## src/rtl/rca_lsu_arbiter_if.sv

```systemverilog
// Bundle of CPU, RCA and LSU request/response signals shared by the LSU arbiter.
// The arbiter connects through the slave modport; the surrounding system uses master.
interface rca_lsu_arbiter_if #(
    parameter int XLEN = 32
);
    logic            cpu_new_request;
    logic [XLEN-1:0] cpu_addr;
    logic [XLEN-1:0] cpu_data;
    logic [2:0]      cpu_fn3;
    logic            cpu_load;
    logic            cpu_store;
    logic            cpu_ready;

    logic            rca_new_request;
    logic [XLEN-1:0] rca_addr;
    logic [XLEN-1:0] rca_data;
    logic [2:0]      rca_fn3;
    logic            rca_load;
    logic            rca_store;
    logic            rca_ready;
    logic            rca_lsu_lock;

    logic            lsu_new_request;
    logic [XLEN-1:0] lsu_addr;
    logic [XLEN-1:0] lsu_data;
    logic [2:0]      lsu_fn3;
    logic            lsu_load;
    logic            lsu_store;
    logic            lsu_ready;
    logic            lsu_load_complete;
    logic [XLEN-1:0] lsu_load_data;

    logic            cpu_load_complete;
    logic            rca_load_complete;
    logic [XLEN-1:0] load_data;
    logic            rca_owns;
    logic            underflow_err;

    modport slave (
        input  cpu_new_request, cpu_addr, cpu_data, cpu_fn3, cpu_load, cpu_store,
        output cpu_ready,
        input  rca_new_request, rca_addr, rca_data, rca_fn3, rca_load, rca_store,
        output rca_ready,
        input  rca_lsu_lock,
        output lsu_new_request, lsu_addr, lsu_data, lsu_fn3, lsu_load, lsu_store,
        input  lsu_ready, lsu_load_complete, lsu_load_data,
        output cpu_load_complete, rca_load_complete, load_data, rca_owns, underflow_err
    );

    modport master (
        output cpu_new_request, cpu_addr, cpu_data, cpu_fn3, cpu_load, cpu_store,
        input  cpu_ready,
        output rca_new_request, rca_addr, rca_data, rca_fn3, rca_load, rca_store,
        input  rca_ready,
        output rca_lsu_lock,
        input  lsu_new_request, lsu_addr, lsu_data, lsu_fn3, lsu_load, lsu_store,
        output lsu_ready, lsu_load_complete, lsu_load_data,
        input  cpu_load_complete, rca_load_complete, load_data, rca_owns, underflow_err
    );
endinterface

```

## src/rtl/rca_lsu_arbiter.sv

```systemverilog
// Arbitrates a single LSU between the CPU and the RCA load/store queue, draining loads on handover.
// Optional macro RCA_LSU_ARB_PERF_EN adds the drain_cycles performance counter output.
module rca_lsu_arbiter #(
    parameter int MAX_OUTSTANDING = 4,
    parameter int XLEN            = 32
) (
    input  logic                clk,
    input  logic                rst,
    rca_lsu_arbiter_if.slave    bus
`ifdef RCA_LSU_ARB_PERF_EN
    ,
    output logic [31:0]         drain_cycles
`endif
);
    localparam int              CW      = $clog2(MAX_OUTSTANDING + 1);
    localparam logic [CW-1:0]   CNT_MAX = CW'(MAX_OUTSTANDING);

    typedef enum logic [1:0] {
        S_CPU,
        S_DRAIN_TO_RCA,
        S_RCA,
        S_DRAIN_TO_CPU
    } state_t;

    state_t          state_q, state_d;
    logic [CW-1:0]   count_q, count_d;
    logic            underflow_q, underflow_d;

    logic            full;
    logic            cpu_grant;
    logic            rca_grant;
    logic            issue_load;
    logic            cpu_side;
    logic [XLEN-1:0] mux_addr;
    logic [XLEN-1:0] mux_data;
    logic [2:0]      mux_fn3;
    logic            mux_load;
    logic            mux_store;

    // Grants are combinational so a request is accepted in the same cycle it is presented.
    always_comb begin
        full      = (count_q == CNT_MAX);
        cpu_grant = (state_q == S_CPU) && !rst && bus.lsu_ready && !full;
        rca_grant = (state_q == S_RCA) && !rst && bus.lsu_ready && !full;
        cpu_side  = (state_q == S_CPU) || (state_q == S_DRAIN_TO_RCA);

        if (state_q == S_RCA) begin
            mux_addr  = bus.rca_addr;
            mux_data  = bus.rca_data;
            mux_fn3   = bus.rca_fn3;
            mux_load  = bus.rca_load;
            mux_store = bus.rca_store;
        end else begin
            mux_addr  = bus.cpu_addr;
            mux_data  = bus.cpu_data;
            mux_fn3   = bus.cpu_fn3;
            mux_load  = bus.cpu_load;
            mux_store = bus.cpu_store;
        end
    end

    assign bus.cpu_ready         = cpu_grant;
    assign bus.rca_ready         = rca_grant;
    assign bus.lsu_new_request   = (cpu_grant && bus.cpu_new_request) ||
                                   (rca_grant && bus.rca_new_request);
    assign bus.lsu_addr          = mux_addr;
    assign bus.lsu_data          = mux_data;
    assign bus.lsu_fn3           = mux_fn3;
    assign bus.lsu_load          = mux_load;
    assign bus.lsu_store         = mux_store;
    assign bus.load_data         = bus.lsu_load_data;
    assign bus.cpu_load_complete = bus.lsu_load_complete && cpu_side && !rst;
    assign bus.rca_load_complete = bus.lsu_load_complete && !cpu_side && !rst;
    assign bus.rca_owns          = (state_q == S_RCA);
    assign bus.underflow_err     = underflow_q;

    assign issue_load = bus.lsu_new_request && mux_load && !mux_store;

    // Ownership only changes hands once every load issued by the previous owner has returned.
    always_comb begin
        state_d = state_q;
        unique case (state_q)
            S_CPU: begin
                if (bus.rca_lsu_lock) state_d = S_DRAIN_TO_RCA;
            end
            S_DRAIN_TO_RCA: begin
                if (!bus.rca_lsu_lock)  state_d = S_CPU;
                else if (count_q == '0) state_d = S_RCA;
            end
            S_RCA: begin
                if (!bus.rca_lsu_lock) state_d = S_DRAIN_TO_CPU;
            end
            S_DRAIN_TO_CPU: begin
                if (bus.rca_lsu_lock)   state_d = S_RCA;
                else if (count_q == '0) state_d = S_CPU;
            end
            default: state_d = S_CPU;
        endcase
    end

    // A completion with nothing outstanding cannot be matched to a load, so it is flagged instead.
    always_comb begin
        count_d     = count_q;
        underflow_d = underflow_q;
        if (issue_load && !bus.lsu_load_complete) begin
            count_d = count_q + 1'b1;
        end else if (!issue_load && bus.lsu_load_complete) begin
            if (count_q == '0) underflow_d = 1'b1;
            else               count_d     = count_q - 1'b1;
        end
    end

`ifdef RCA_LSU_ARB_PERF_EN
    logic [31:0] drain_cycles_q, drain_cycles_d;

    always_comb begin
        drain_cycles_d = drain_cycles_q;
        if (((state_q == S_DRAIN_TO_RCA) || (state_q == S_DRAIN_TO_CPU)) &&
            (drain_cycles_q != '1))
            drain_cycles_d = drain_cycles_q + 32'd1;
    end

    always_ff @(posedge clk or posedge rst) begin
        if (rst) drain_cycles_q <= '0;
        else     drain_cycles_q <= drain_cycles_d;
    end

    assign drain_cycles = drain_cycles_q;
`endif

    always_ff @(posedge clk or posedge rst) begin
        if (rst) begin
            state_q     <= S_CPU;
            count_q     <= '0;
            underflow_q <= 1'b0;
        end else begin
            state_q     <= state_d;
            count_q     <= count_d;
            underflow_q <= underflow_d;
        end
    end
endmodule

```

## src/flat_wrapper.sv

```systemverilog
// flat-port wrapper written by rule: the top's interface ports become plain ports
module rca_lsu_arbiter_flat 
#(
    parameter int MAX_OUTSTANDING = 4,
    parameter int XLEN            = 32
)
  (clk, rst, bus_cpu_new_request, bus_cpu_addr, bus_cpu_data, bus_cpu_fn3, bus_cpu_load, bus_cpu_store, bus_cpu_ready, bus_rca_new_request, bus_rca_addr, bus_rca_data, bus_rca_fn3, bus_rca_load, bus_rca_store, bus_rca_ready, bus_rca_lsu_lock, bus_lsu_new_request, bus_lsu_addr, bus_lsu_data, bus_lsu_fn3, bus_lsu_load, bus_lsu_store, bus_lsu_ready, bus_lsu_load_complete, bus_lsu_load_data, bus_cpu_load_complete, bus_rca_load_complete, bus_load_data, bus_rca_owns, bus_underflow_err);
  rca_lsu_arbiter_if #(.XLEN(XLEN)) bus_i ();
  input  logic clk;
  input  logic rst;
  input wire logic [$bits(bus_i.cpu_new_request)-1:0] bus_cpu_new_request;
  input wire logic [$bits(bus_i.cpu_addr)-1:0] bus_cpu_addr;
  input wire logic [$bits(bus_i.cpu_data)-1:0] bus_cpu_data;
  input wire logic [$bits(bus_i.cpu_fn3)-1:0] bus_cpu_fn3;
  input wire logic [$bits(bus_i.cpu_load)-1:0] bus_cpu_load;
  input wire logic [$bits(bus_i.cpu_store)-1:0] bus_cpu_store;
  output wire logic [$bits(bus_i.cpu_ready)-1:0] bus_cpu_ready;
  input wire logic [$bits(bus_i.rca_new_request)-1:0] bus_rca_new_request;
  input wire logic [$bits(bus_i.rca_addr)-1:0] bus_rca_addr;
  input wire logic [$bits(bus_i.rca_data)-1:0] bus_rca_data;
  input wire logic [$bits(bus_i.rca_fn3)-1:0] bus_rca_fn3;
  input wire logic [$bits(bus_i.rca_load)-1:0] bus_rca_load;
  input wire logic [$bits(bus_i.rca_store)-1:0] bus_rca_store;
  output wire logic [$bits(bus_i.rca_ready)-1:0] bus_rca_ready;
  input wire logic [$bits(bus_i.rca_lsu_lock)-1:0] bus_rca_lsu_lock;
  output wire logic [$bits(bus_i.lsu_new_request)-1:0] bus_lsu_new_request;
  output wire logic [$bits(bus_i.lsu_addr)-1:0] bus_lsu_addr;
  output wire logic [$bits(bus_i.lsu_data)-1:0] bus_lsu_data;
  output wire logic [$bits(bus_i.lsu_fn3)-1:0] bus_lsu_fn3;
  output wire logic [$bits(bus_i.lsu_load)-1:0] bus_lsu_load;
  output wire logic [$bits(bus_i.lsu_store)-1:0] bus_lsu_store;
  input wire logic [$bits(bus_i.lsu_ready)-1:0] bus_lsu_ready;
  input wire logic [$bits(bus_i.lsu_load_complete)-1:0] bus_lsu_load_complete;
  input wire logic [$bits(bus_i.lsu_load_data)-1:0] bus_lsu_load_data;
  output wire logic [$bits(bus_i.cpu_load_complete)-1:0] bus_cpu_load_complete;
  output wire logic [$bits(bus_i.rca_load_complete)-1:0] bus_rca_load_complete;
  output wire logic [$bits(bus_i.load_data)-1:0] bus_load_data;
  output wire logic [$bits(bus_i.rca_owns)-1:0] bus_rca_owns;
  output wire logic [$bits(bus_i.underflow_err)-1:0] bus_underflow_err;
  assign bus_i.cpu_new_request = bus_cpu_new_request;
  assign bus_i.cpu_addr = bus_cpu_addr;
  assign bus_i.cpu_data = bus_cpu_data;
  assign bus_i.cpu_fn3 = bus_cpu_fn3;
  assign bus_i.cpu_load = bus_cpu_load;
  assign bus_i.cpu_store = bus_cpu_store;
  assign bus_cpu_ready = bus_i.cpu_ready;
  assign bus_i.rca_new_request = bus_rca_new_request;
  assign bus_i.rca_addr = bus_rca_addr;
  assign bus_i.rca_data = bus_rca_data;
  assign bus_i.rca_fn3 = bus_rca_fn3;
  assign bus_i.rca_load = bus_rca_load;
  assign bus_i.rca_store = bus_rca_store;
  assign bus_rca_ready = bus_i.rca_ready;
  assign bus_i.rca_lsu_lock = bus_rca_lsu_lock;
  assign bus_lsu_new_request = bus_i.lsu_new_request;
  assign bus_lsu_addr = bus_i.lsu_addr;
  assign bus_lsu_data = bus_i.lsu_data;
  assign bus_lsu_fn3 = bus_i.lsu_fn3;
  assign bus_lsu_load = bus_i.lsu_load;
  assign bus_lsu_store = bus_i.lsu_store;
  assign bus_i.lsu_ready = bus_lsu_ready;
  assign bus_i.lsu_load_complete = bus_lsu_load_complete;
  assign bus_i.lsu_load_data = bus_lsu_load_data;
  assign bus_cpu_load_complete = bus_i.cpu_load_complete;
  assign bus_rca_load_complete = bus_i.rca_load_complete;
  assign bus_load_data = bus_i.load_data;
  assign bus_rca_owns = bus_i.rca_owns;
  assign bus_underflow_err = bus_i.underflow_err;
  rca_lsu_arbiter #(.MAX_OUTSTANDING(MAX_OUTSTANDING), .XLEN(XLEN)) u_core (.clk(clk), .rst(rst), .bus(bus_i));
endmodule
```

## config.mk

```make
export PLATFORM = sky130hd
export DESIGN_NAME = rca_lsu_arbiter_flat
export DESIGN_NICKNAME = d
export VERILOG_FILES = /design/src/rtl/rca_lsu_arbiter_if.sv /design/src/rtl/rca_lsu_arbiter.sv /design/src/flat_wrapper.sv
export SDC_FILE = /design/constraint.sdc
export NUM_CORES = 1
export LEC_CHECK = 0
export ABC_AREA = 1
export BUFFER_PORTS_ARGS = -buffer_cell sky130_fd_sc_hd__buf_4
export CORE_AREA = 8 8 105 107
export CTS_BUF_LIST = sky130_fd_sc_hd__clkbuf_4 sky130_fd_sc_hd__clkbuf_8
export DETAILED_ROUTE_END_ITERATION = 12
export DIE_AREA = 0 0 113 115
export PLACE_DENSITY = 0.62
export SYNTH_ARGS = -nofsm -noshare
export SYNTH_HDL_FRONTEND = slang
export SYNTH_SLANG_ARGS = --single-unit
```

## constraint.sdc

```tcl
create_clock -name clk -period 2.2 [get_ports clk]
set_input_delay 0.11 -clock clk [delete_from_list [all_inputs] [get_ports clk]]
set_output_delay 0.11 -clock clk [all_outputs]
set_load 0.005 [all_outputs]
```

==> impl_results.md <==
- Commonest non-fill, non-tap cells in the layout: buf_4 (229), nand2_1 (212), inv_1 (11), nand2_2 (11), dfrtp_1 (5)
- Layout Cells excl Fill: 612
- Antenna Violating Nets Remaining: 0
- Critical path type: in -> reg
- Clock share of power: 5.5%
- CTS Buffer Depth: 2
- Int Pwr: roughly 1.6 mW
- Reg area: 151 µm²
- Comb power frac: 87.0%
- Layout Nets: 680
- Share of the synthesized area in the top cell type: 50.2%
- Die H: 115 µm
- Critical Path Start Type: input pin
- Number of detailed-route iterations in the first pass: 4
- Largest area contributor in the netlist: nand2_1
- #FFs+latches synth: 6
- DR WL/cell: 13.9 µm
- Synth cell types: 22
- Area of the multi-input gates: 1050 µm²
- Core ar.: about 9500 µm²
- Initial antenna violation count: 0
- Required time of the critical path: 2.31 ns
- Leakage power: around 2.0 nW
- I/O pin count: 285
- Most common cell after layout, fill and taps aside: buf_4
- Reg clk slew, reported paths: 0.04 ns
- Pins Over Slew Limit: 0
- Area after DPL: 3070 µm²
- Final Hold Vio Count: 0
- Number of global-route vias before repair: 2,536
- P&R area growth vs syn: 99.3%
- Clk root buf: clkbuf_8
- Mapped cell area: 1590 µm²
- Switching Power: 1.48 mW
- Final period util: between 90 and 100%
- Final WL: between 8 and 9 mm
- R2r worst-path depth: 12
- CTS Sinks: 6
- Synth warn: 0
- Vias/cell: 4.03
- CTS tree: done
- Least-Margin Pin Slew: between 0.7 and 0.8 ns
- N_diodes: 0
- Num CTS Buffers: 3
- Fillcell total: ~1.1k
- Sw frac: 47.8%
- GPL Wtd Cong: 0.768
- Power Dens Cells: 976 nW/µm²
- Mean post-synth cell area: 5.10 µm²
- Die width: 113 µm
- Pin count of the biggest net entering global routing: 69
- Flop pwr share: 7.4%
- Initial Util: 16.8%
- GRT Residual Overflow: 0
- Port bufs: 220
- Critical Path Sink Type: flop
- # rows: 36
- Worst VDD drop: around 0.00076 V
- Post-synthesis sequential area ratio: 9.43%
- Top post-synthesis cells by area: nand2_1 (50%), buf_4 (16%), dfrtp_1 (9.4%)
- Rel. slew slack: slightly above 50%
- H-tree levels: 1
- DRC violations left: 0
- Status: finished, final reports clean
- First-pass GRT wire length: 12.7 mm
- Min Tclk post-route: 2.10 ns
- GR Util All Layers: 11.9%
- Critical path peak fanout: 4
- Clock Latency Late Sink: ~0.23 ns
- Hold path depth: 4
- Cell count after placement: between 600 and 700
- Initial drt markers: 93
- Fmax: 477 MHz
- RSZ-0062 raised after global routing: true
- Cells after Synth: around 310
- Dpl hpwl: 7.40 mm
- Hold crit path type: in -> reg
- Max_cap viols: 0
- Vias: 2,465
- Final instance area: 3170 µm²
- Total die area: 13,000 µm²
- Layout cells sized above 1: roughly 51%
- Final Setup Violations: 0
- Mapped Nets: 492
- WP data arrival: 2.21 ns
- Post-Route Skew: around 0.0034 ns
kinds of logic after synthesis:
group | after synthesis | share of synthesized area, %
simple gates | 236 | 59.0
buf+inv | 61 | 26.1
flops | 6 | 9.43
compound gates | 4 | 1.49
fa+ha+maj | 3 | 2.83
xor+xnor | 2 | 1.10
area by class of cell:
class | instances | area share [%]
Sequential cell | 6 | 4.77
Inverter | 14 | 1.74
Multi-Input combinational cell | 245 | 33.2
Timing Repair Buffer | 230 | 54.5
Clock buffer | 3 | 1.30
Tap cell | 114 | 4.50
cells in the mapped netlist:
cell type  number
nand3_1         1
buf_4          34
buf_2           8
inv_2           1
buf_6           4
a31o_2          1
xor2_1          1
ha_1            2
inv_1          12
dfrtp_1         6
nor2_1          5
nand4_1         3
inv_4           1
buf_12          1
a21oi_1         2
nor3_1          3
nand2_1       213
fa_1            1
xnor2_1         1
nand2_2        10
o21ai_1         1
nand2_8         1
per-layer routing:
| metal | GRT usage [%] | wire [µm] |
|---|---|---|
| met1 | 12.3 | 3070 |
| met2 | 22.2 | 4510 |
| met3 | 4.46 | 816 |
| met4 | 2.75 | 125 |
| met5 | 0 | 0 |
critical path, cell delays in order:
cell and delay (ns):
dlygate4sd3_1 0.53, buf_4 0.15, nor2_4 0.12, nand4_1 0.14, a21oi_2 0.19, ha_2 0.20
inv_2 0.04, fa_2 0.35, xnor2_2 0.17, nand3_1 0.09, nand2_1 0.06, nand2_1 0.05
power by group through the flow:
stage          clock (mW)  combinational [mW]  sequential (mW)
2_1_floorplan           0                1.47            0.197
3_3_place_gp            0                2.68            0.219
3_5_place_dp            0                2.72            0.227
4_1_cts             0.174                2.74            0.228
5_1_grt             0.178                3.05            0.236
6_report            0.171                2.69            0.230
timing repair:
action                                 in CTS  in global routing
setup endpoints to repair                   1                  2
setup buffers                               2                  1
resized for setup                           4                  5
pin swaps                                   5                  9
hold buffers                                1                  0
endpoints found under the hold margin       6                  0
worst paths after layout:
check / slack, ns / startpoint / end
setup / recovery: 0.10 / rst / u_core.count_q[2]
hold / removal: 0.16 / bus_rca_lsu_lock / u_core.state_q[0]
setup reg to reg: 0.11 / u_core.state_q[0] / u_core.count_q[2]
hold reg to reg: 0.48 / u_core.bus.underflow_err / u_core.bus.underflow_err
max in group asynchronous: 1.58 / rst / async pin
min in group asynchronous: 0.40 / rst / u_core.state_q[0]
metrics by stage:
stage | utilization (%) | setup TNS, ns | power [mW] | hold WS, ns | setup WS [ns]
4_1_cts | 33.3 | 0 | 3.14 | 0.158 | 0.0123
5_1_grt | 33.5 | -0.0607 | 3.46 | 0.190 | -0.0607
3_5_place_dp | 32.5 | -0.0243 | 2.95 | 0.0809 | -0.0243
2_1_floorplan | - | 0 | 1.67 | -0.0990 | 0.140
3_3_place_gp | 32.5 | 0 | 2.90 | 0.0733 | 0.0747
6_report | 33.5 | 0 | 3.10 | 0.158 | 0.102
(Power assumes the default switching activity.)
